$ cat src/rtl/uart_rx_buffered.sv
// UART 8N1 receiver feeding a first-word-fall-through receive FIFO.
// Bytes are sampled mid-bit from a synchronised copy of the serial line.
// The FIFO head is presented on a valid/ready interface. A stop bit
// sampled low gives a one-cycle frame_err pulse. A byte that arrives
// while the FIFO is full sets the sticky overrun_err flag.
module uart_rx_buffered #(
    parameter int CLK_PER_BIT = 259,
    parameter int FIFO_AW     = 4
) (
    input  logic               CLK,
    input  logic               RST_N,
    input  logic               UART_RX,
    input  logic               dout_ready,
    output logic               dout_valid,
    output logic [7:0]         dout,
    output logic [FIFO_AW:0]   count,
    output logic               frame_err,
    output logic               overrun_err,
    input  logic               err_clr
);
    localparam int BCW   = $clog2(CLK_PER_BIT);
    localparam int DEPTH = 1 << FIFO_AW;
    localparam logic [BCW-1:0] HALF_M1 = BCW'(CLK_PER_BIT / 2 - 1);
    localparam logic [BCW-1:0] LAST    = BCW'(CLK_PER_BIT - 1);

    typedef enum logic [1:0] {IDLE, START, DATA, STOP} state_t;

    state_t              state_q, state_d;
    logic [BCW-1:0]      bcnt_q, bcnt_d;
    logic [2:0]          bidx_q, bidx_d;
    logic [7:0]          shreg_q, shreg_d;
    logic                rx_meta_q, rx_s_q, rx_prev_q;
    logic                ferr_q, ferr_d;
    logic                push;

    logic [FIFO_AW:0]    wr_ptr_q, wr_ptr_d, rd_ptr_q, rd_ptr_d;
    logic [7:0]          dout_q, dout_d;
    logic                overrun_q, overrun_d;
    logic                fifo_empty, fifo_full, pop, wr_en;
    logic [7:0]          mem [DEPTH];

    // Receive FSM: falling-edge start detect, half-bit start check, 8 data bits, stop bit.
    // Requiring rx_prev high keeps a held-low line (break) from restarting a frame.
    always_comb begin
        state_d = state_q;
        bcnt_d  = bcnt_q;
        bidx_d  = bidx_q;
        shreg_d = shreg_q;
        ferr_d  = 1'b0;
        push    = 1'b0;
        case (state_q)
            IDLE: begin
                bcnt_d = '0;
                if (!rx_s_q && rx_prev_q) begin
                    state_d = START;
                end
            end
            START: begin
                if (bcnt_q == HALF_M1) begin
                    bcnt_d  = '0;
                    bidx_d  = 3'd0;
                    state_d = rx_s_q ? IDLE : DATA;
                end else begin
                    bcnt_d = bcnt_q + BCW'(1);
                end
            end
            DATA: begin
                if (bcnt_q == LAST) begin
                    bcnt_d          = '0;
                    shreg_d[bidx_q] = rx_s_q;
                    if (bidx_q == 3'd7) begin
                        state_d = STOP;
                    end else begin
                        bidx_d = bidx_q + 3'd1;
                    end
                end else begin
                    bcnt_d = bcnt_q + BCW'(1);
                end
            end
            STOP: begin
                if (bcnt_q == LAST) begin
                    bcnt_d  = '0;
                    state_d = IDLE;
                    if (rx_s_q) begin
                        push = 1'b1;
                    end else begin
                        ferr_d = 1'b1;
                    end
                end else begin
                    bcnt_d = bcnt_q + BCW'(1);
                end
            end
            default: state_d = IDLE;
        endcase
    end

    // FIFO control: pointers carry a wrap bit so full and empty are distinguishable.
    // dout is kept in a register holding the next head so it never changes mid-hold.
    always_comb begin
        fifo_empty = (wr_ptr_q == rd_ptr_q);
        fifo_full  = (wr_ptr_q[FIFO_AW] != rd_ptr_q[FIFO_AW]) &&
                     (wr_ptr_q[FIFO_AW-1:0] == rd_ptr_q[FIFO_AW-1:0]);
        pop        = !fifo_empty && dout_ready;
        wr_en      = push && (!fifo_full || pop);
        wr_ptr_d   = wr_en ? wr_ptr_q + 1'b1 : wr_ptr_q;
        rd_ptr_d   = pop ? rd_ptr_q + 1'b1 : rd_ptr_q;
        dout_d     = dout_q;
        if (wr_en && (rd_ptr_d == wr_ptr_q)) begin
            dout_d = shreg_q;
        end else if (rd_ptr_d != wr_ptr_q) begin
            dout_d = mem[rd_ptr_d[FIFO_AW-1:0]];
        end
        overrun_d = overrun_q;
        if (push && fifo_full && !pop) begin
            overrun_d = 1'b1;
        end else if (err_clr) begin
            overrun_d = 1'b0;
        end
    end

    // State, synchroniser, pointer and flag registers.
    always_ff @(posedge CLK or negedge RST_N) begin
        if (!RST_N) begin
            state_q   <= IDLE;
            bcnt_q    <= '0;
            bidx_q    <= 3'd0;
            shreg_q   <= 8'h00;
            rx_meta_q <= 1'b1;
            rx_s_q    <= 1'b1;
            rx_prev_q <= 1'b1;
            ferr_q    <= 1'b0;
            wr_ptr_q  <= '0;
            rd_ptr_q  <= '0;
            dout_q    <= 8'h00;
            overrun_q <= 1'b0;
        end else begin
            state_q   <= state_d;
            bcnt_q    <= bcnt_d;
            bidx_q    <= bidx_d;
            shreg_q   <= shreg_d;
            rx_meta_q <= UART_RX;
            rx_s_q    <= rx_meta_q;
            rx_prev_q <= rx_s_q;
            ferr_q    <= ferr_d;
            wr_ptr_q  <= wr_ptr_d;
            rd_ptr_q  <= rd_ptr_d;
            dout_q    <= dout_d;
            overrun_q <= overrun_d;
        end
    end

    // FIFO storage; contents need no reset since the pointers define validity.
    always_ff @(posedge CLK) begin
        if (wr_en) begin
            mem[wr_ptr_q[FIFO_AW-1:0]] <= shreg_q;
        end
    end

    assign dout_valid  = !fifo_empty;
    assign dout        = dout_q;
    assign count       = wr_ptr_q - rd_ptr_q;
    assign frame_err   = ferr_q;
    assign overrun_err = overrun_q;
endmodule

$ cat config.mk
export PLATFORM = sky130hd
export DESIGN_NAME = uart_rx_buffered
export DESIGN_NICKNAME = d
export VERILOG_FILES = /design/src/rtl/uart_rx_buffered.sv
export SDC_FILE = /design/constraint.sdc
export NUM_CORES = 1
export LEC_CHECK = 0
export CAP_MARGIN = 20
export CORE_AREA = 2 2 120 122
export DETAILED_ROUTE_END_ITERATION = 7
export DIE_AREA = 0 0 122 124
export PLACE_DENSITY = 0.82
export SLEW_MARGIN = 20
export SYNTH_ARGS = -nofsm -noshare
export SYNTH_HDL_FRONTEND = slang
export SYNTH_SLANG_ARGS = --single-unit
$ cat constraint.sdc
create_clock -name CLK -period 5.2 [get_ports CLK]
set_input_delay 1.3 -clock CLK [delete_from_list [all_inputs] [get_ports CLK]]
set_output_delay 1.3 -clock CLK [all_outputs]
set_load 0.02 [all_outputs]
==> results.yml <==
global_route:
  grt_pass1_wl_um: 33670
  grt_max_degree: 71
  grtUsageTotal_pct: 30.60
  antenna_found_initial: 0
  grt_pass1_vias: 6123
  grt_overflow: 0
run:
  cap_violations: 0
detailed_routing:
  wl_um: 21680
  via_per_inst: 6.914
  drt.antenna.violating_nets: 0
  drcViolationCount: 0
  drt_iter0_drc: 870
  dr.pass1.iters: 6
  wl_per_cell_um: 24.55
  vias: 6105
logic_synthesis:
  synthTopCellsByArea: "edfxtp_1 43%, mux2i_1 12%, dfrtp_1 12%"
  synth-seq-cells: 173
  yosysTopAreaCell: "edfxtp_1"
  synth_nets: 697
  synth_commonest_cells: "128 x edfxtp_1, 107 x mux2i_1, 42 x dfrtp_1"
  syn_area_per_cell_um2: 13.08
  ys_warn_count: 0
  yosysMostFrequentCell: "edfxtp_1"
  async_flop_share_pct: 26.01
  synth.distinct_cells: 62
  postSynthCellCount: 677
  yosysSeqAreaShare_pct: 56.17
  yosysTopAreaCellShare_pct: 43.41
  synth-edff-count: 128
  synth_area_um2: 8855
  synth_ff_type: "edfxtp_1"
timing:
  skew_ns: 0.009825
  tns_ns: 0
  worst_pin_slew_ns: 1.026
  fmaxAchievable_mhz: 237.9
  slew_headroom_pct: 31.62
  final_max_slew_viol_count: 0
  rsz0062_at_grt: "false"
  min_period_ns: 4.203
  hold_viol_final: 0
  fin_ws_ns: 0.9969
  timing.final.crit_share_pct: 80.83
  setup_viol: 0
clock_tree:
  clock_sinks: 173
  htree_levels: 4
  clockBufferDepth: 2
  worst_skew_pair.late_latency_ns: 0.43
  hold_buffers: 0
  cts_setup_buffers: 0
  cts.clk_slew.worst_paths_ns: 0.06
  ctsRootBufferMaster: "clkbuf_16"
  numCtsBuffers: 17
  cts_tree: "done"
  cts_resized: 0
floorplanning:
  io_pins: 21
  rows: 43
  design.core.area_um2: 13720
  start_util_pct: 64.54
  die_area_um2: 15130
  die-width_um: 122
  die_h_um: 124
worst_setup_path:
  crit_chain: "ha_1 > and4_1 > nand2_1 > clkdlybuf4s50_1"
  slowest_stage: "and4_1"
  cp_top_family: "simple AND/OR/NAND/NOR gates"
  end_kind: "output pin"
  critical_path_class: "flop to output pin"
  path_depth: 4
  cp.arrival_ns: 2.90
  max_stage_delay_ns: 0.71
  cp_max_fo: 18
  cp-start-kind: "flop"
  cp_num_buf_inv: 1
  critPathRequiredTime_ns: 3.90
  ff2ff_path_depth: 7
placement:
  placed_cell_area_um2: 9253
  hpwl_um: 14190
  pre_cts_ws_ns: 1.144
  gp_congestion: 0.8863
  io_buffers: 20
final_layout:
  fin_util_pct: 71.73
  drive_gt1_share_pct: 14.08
  nNetsFinal: 710
  area_growth_pct: 11.13
  final_area_um2: 9841
  antenna-diode-count: 0
hold_path:
  min_path_cells: 0
  hp-class: "flop to flop"
run_status:
  outcome: "completed"
power_and_ir_drop:
  power_density_nw_per_um2: 512.4
  peakVddDrop_mv: 0.4304
  p_leak_nw: 3.930
==> through the flow <==
| step | hold WS (ns) | power, mW | std cells |
|---|---|---|---|
| floorplan | 0.3452 | 3.158 | 677 |
| global placement | 0.3460 | 3.695 | 851 |
| detailed placement | 0.3473 | 3.774 | 851 |
| CTS | 0.3596 | 5.006 | 883 |
| global route | 0.3644 | 5.244 | 883 |
| finish | 0.3579 | 5.043 | 883 |
==> routing by layer <==
metal | wire [µm] | track usage (%)
met3 | 1599 | 7.143
met4 | 834 | 14.87
met2 | 10820 | 51.54
met5 | 0 | 0
met1 | 8422 | 37.50
==> kinds of logic after synthesis <==
logic type,count (synthesis),share of synthesized area [%]
adders and majority gates,15,2.204
muxes,140,17.82
and+or+nand+nor,132,8.111
AOI/OAI and AO/OA,124,10.03
xor gates and xnor gates,24,2.529
DFF,173,56.17
buffers and inverters,69,3.137
==> cell type report <==
class | count | area, µm²
sequential | 173 | 4976
fill | 896 | 3879
multi-input combinational | 435 | 3640
clock buffer | 20 | 456.7
timing repair buffer | 37 | 325.3
tap | 180 | 225.2
clock inverter | 12 | 120.1
inverter | 26 | 97.59
==> final timing paths <==
path,end,from,slack (ns)
worst min-delay path,rx_s_q,rx_meta_q,0.36
worst max-delay path,dout_valid,wr_ptr_q[3],1.0
worst max register to register,dout[1],wr_ptr_q[3],1.34
worst min register to register,rx_s_q,rx_meta_q,0.36
max in group asynchronous,rd_ptr_q[0],RST_N,3.93
min in group asynchronous,bcnt_q[0],RST_N,0.86
==> registers in the layout, indices dropped and copies added (netlist names), named ones only <==
| name | count |
|---|---|
| rx_s_q | 1 |
| rd_ptr_q | 5 |
| mem | 128 |
| bidx_q | 3 |
| dout | 8 |
| shreg_q | 8 |
| state_q | 1 |
| rx_meta_q | 1 |
| bcnt_q | 9 |
| overrun_err | 1 |
| wr_ptr_q | 5 |
| frame_err | 1 |
| rx_prev_q | 1 |
==> where the power goes <==
group | internal (mW) | total (mW) | switching [mW] | leakage (nW)
sequential | 1.54 | 1.64 | 0.0946 | 1.96
clock | 0.726 | 1.24 | 0.512 | 0.281
combinational | 0.880 | 2.17 | 1.29 | 1.69
total | 3.15 | 5.04 | 1.89 | 3.93
==> worst register-to-register path, cell delays in order, from the launching register on <==
cell and delay, ns:
dfrtp_1 0.61, ha_1 0.48, and4_1 0.71, a21oi_1 0.26, xnor2_1 0.67, clkinv_1 0.50
a311oi_1 0.41, o31ai_1 0.11
==> placed cells by master, fill, tap and decap left out, drive strengths merged, types with 8 or more instances in the layout <==
cell type      instances
a211o                 10
a21oi                 24
a221oi                12
a311oi                 8
buf                   18
clkbuf                20
clkdlybuf4s50         19
clkinv                10
dfrtp                 42
edfxtp               128
ha                    14
inv                   24
mux2                  23
mux2i                107
mux4                  10
nand2                 16
nand3                 18
nor2                  32
nor3                  16
o21ai                 19
o31ai                  8
o32ai                  9
xnor2                 14
xor2                   9
No activity file was read; power rests on OpenSTA's default activity.
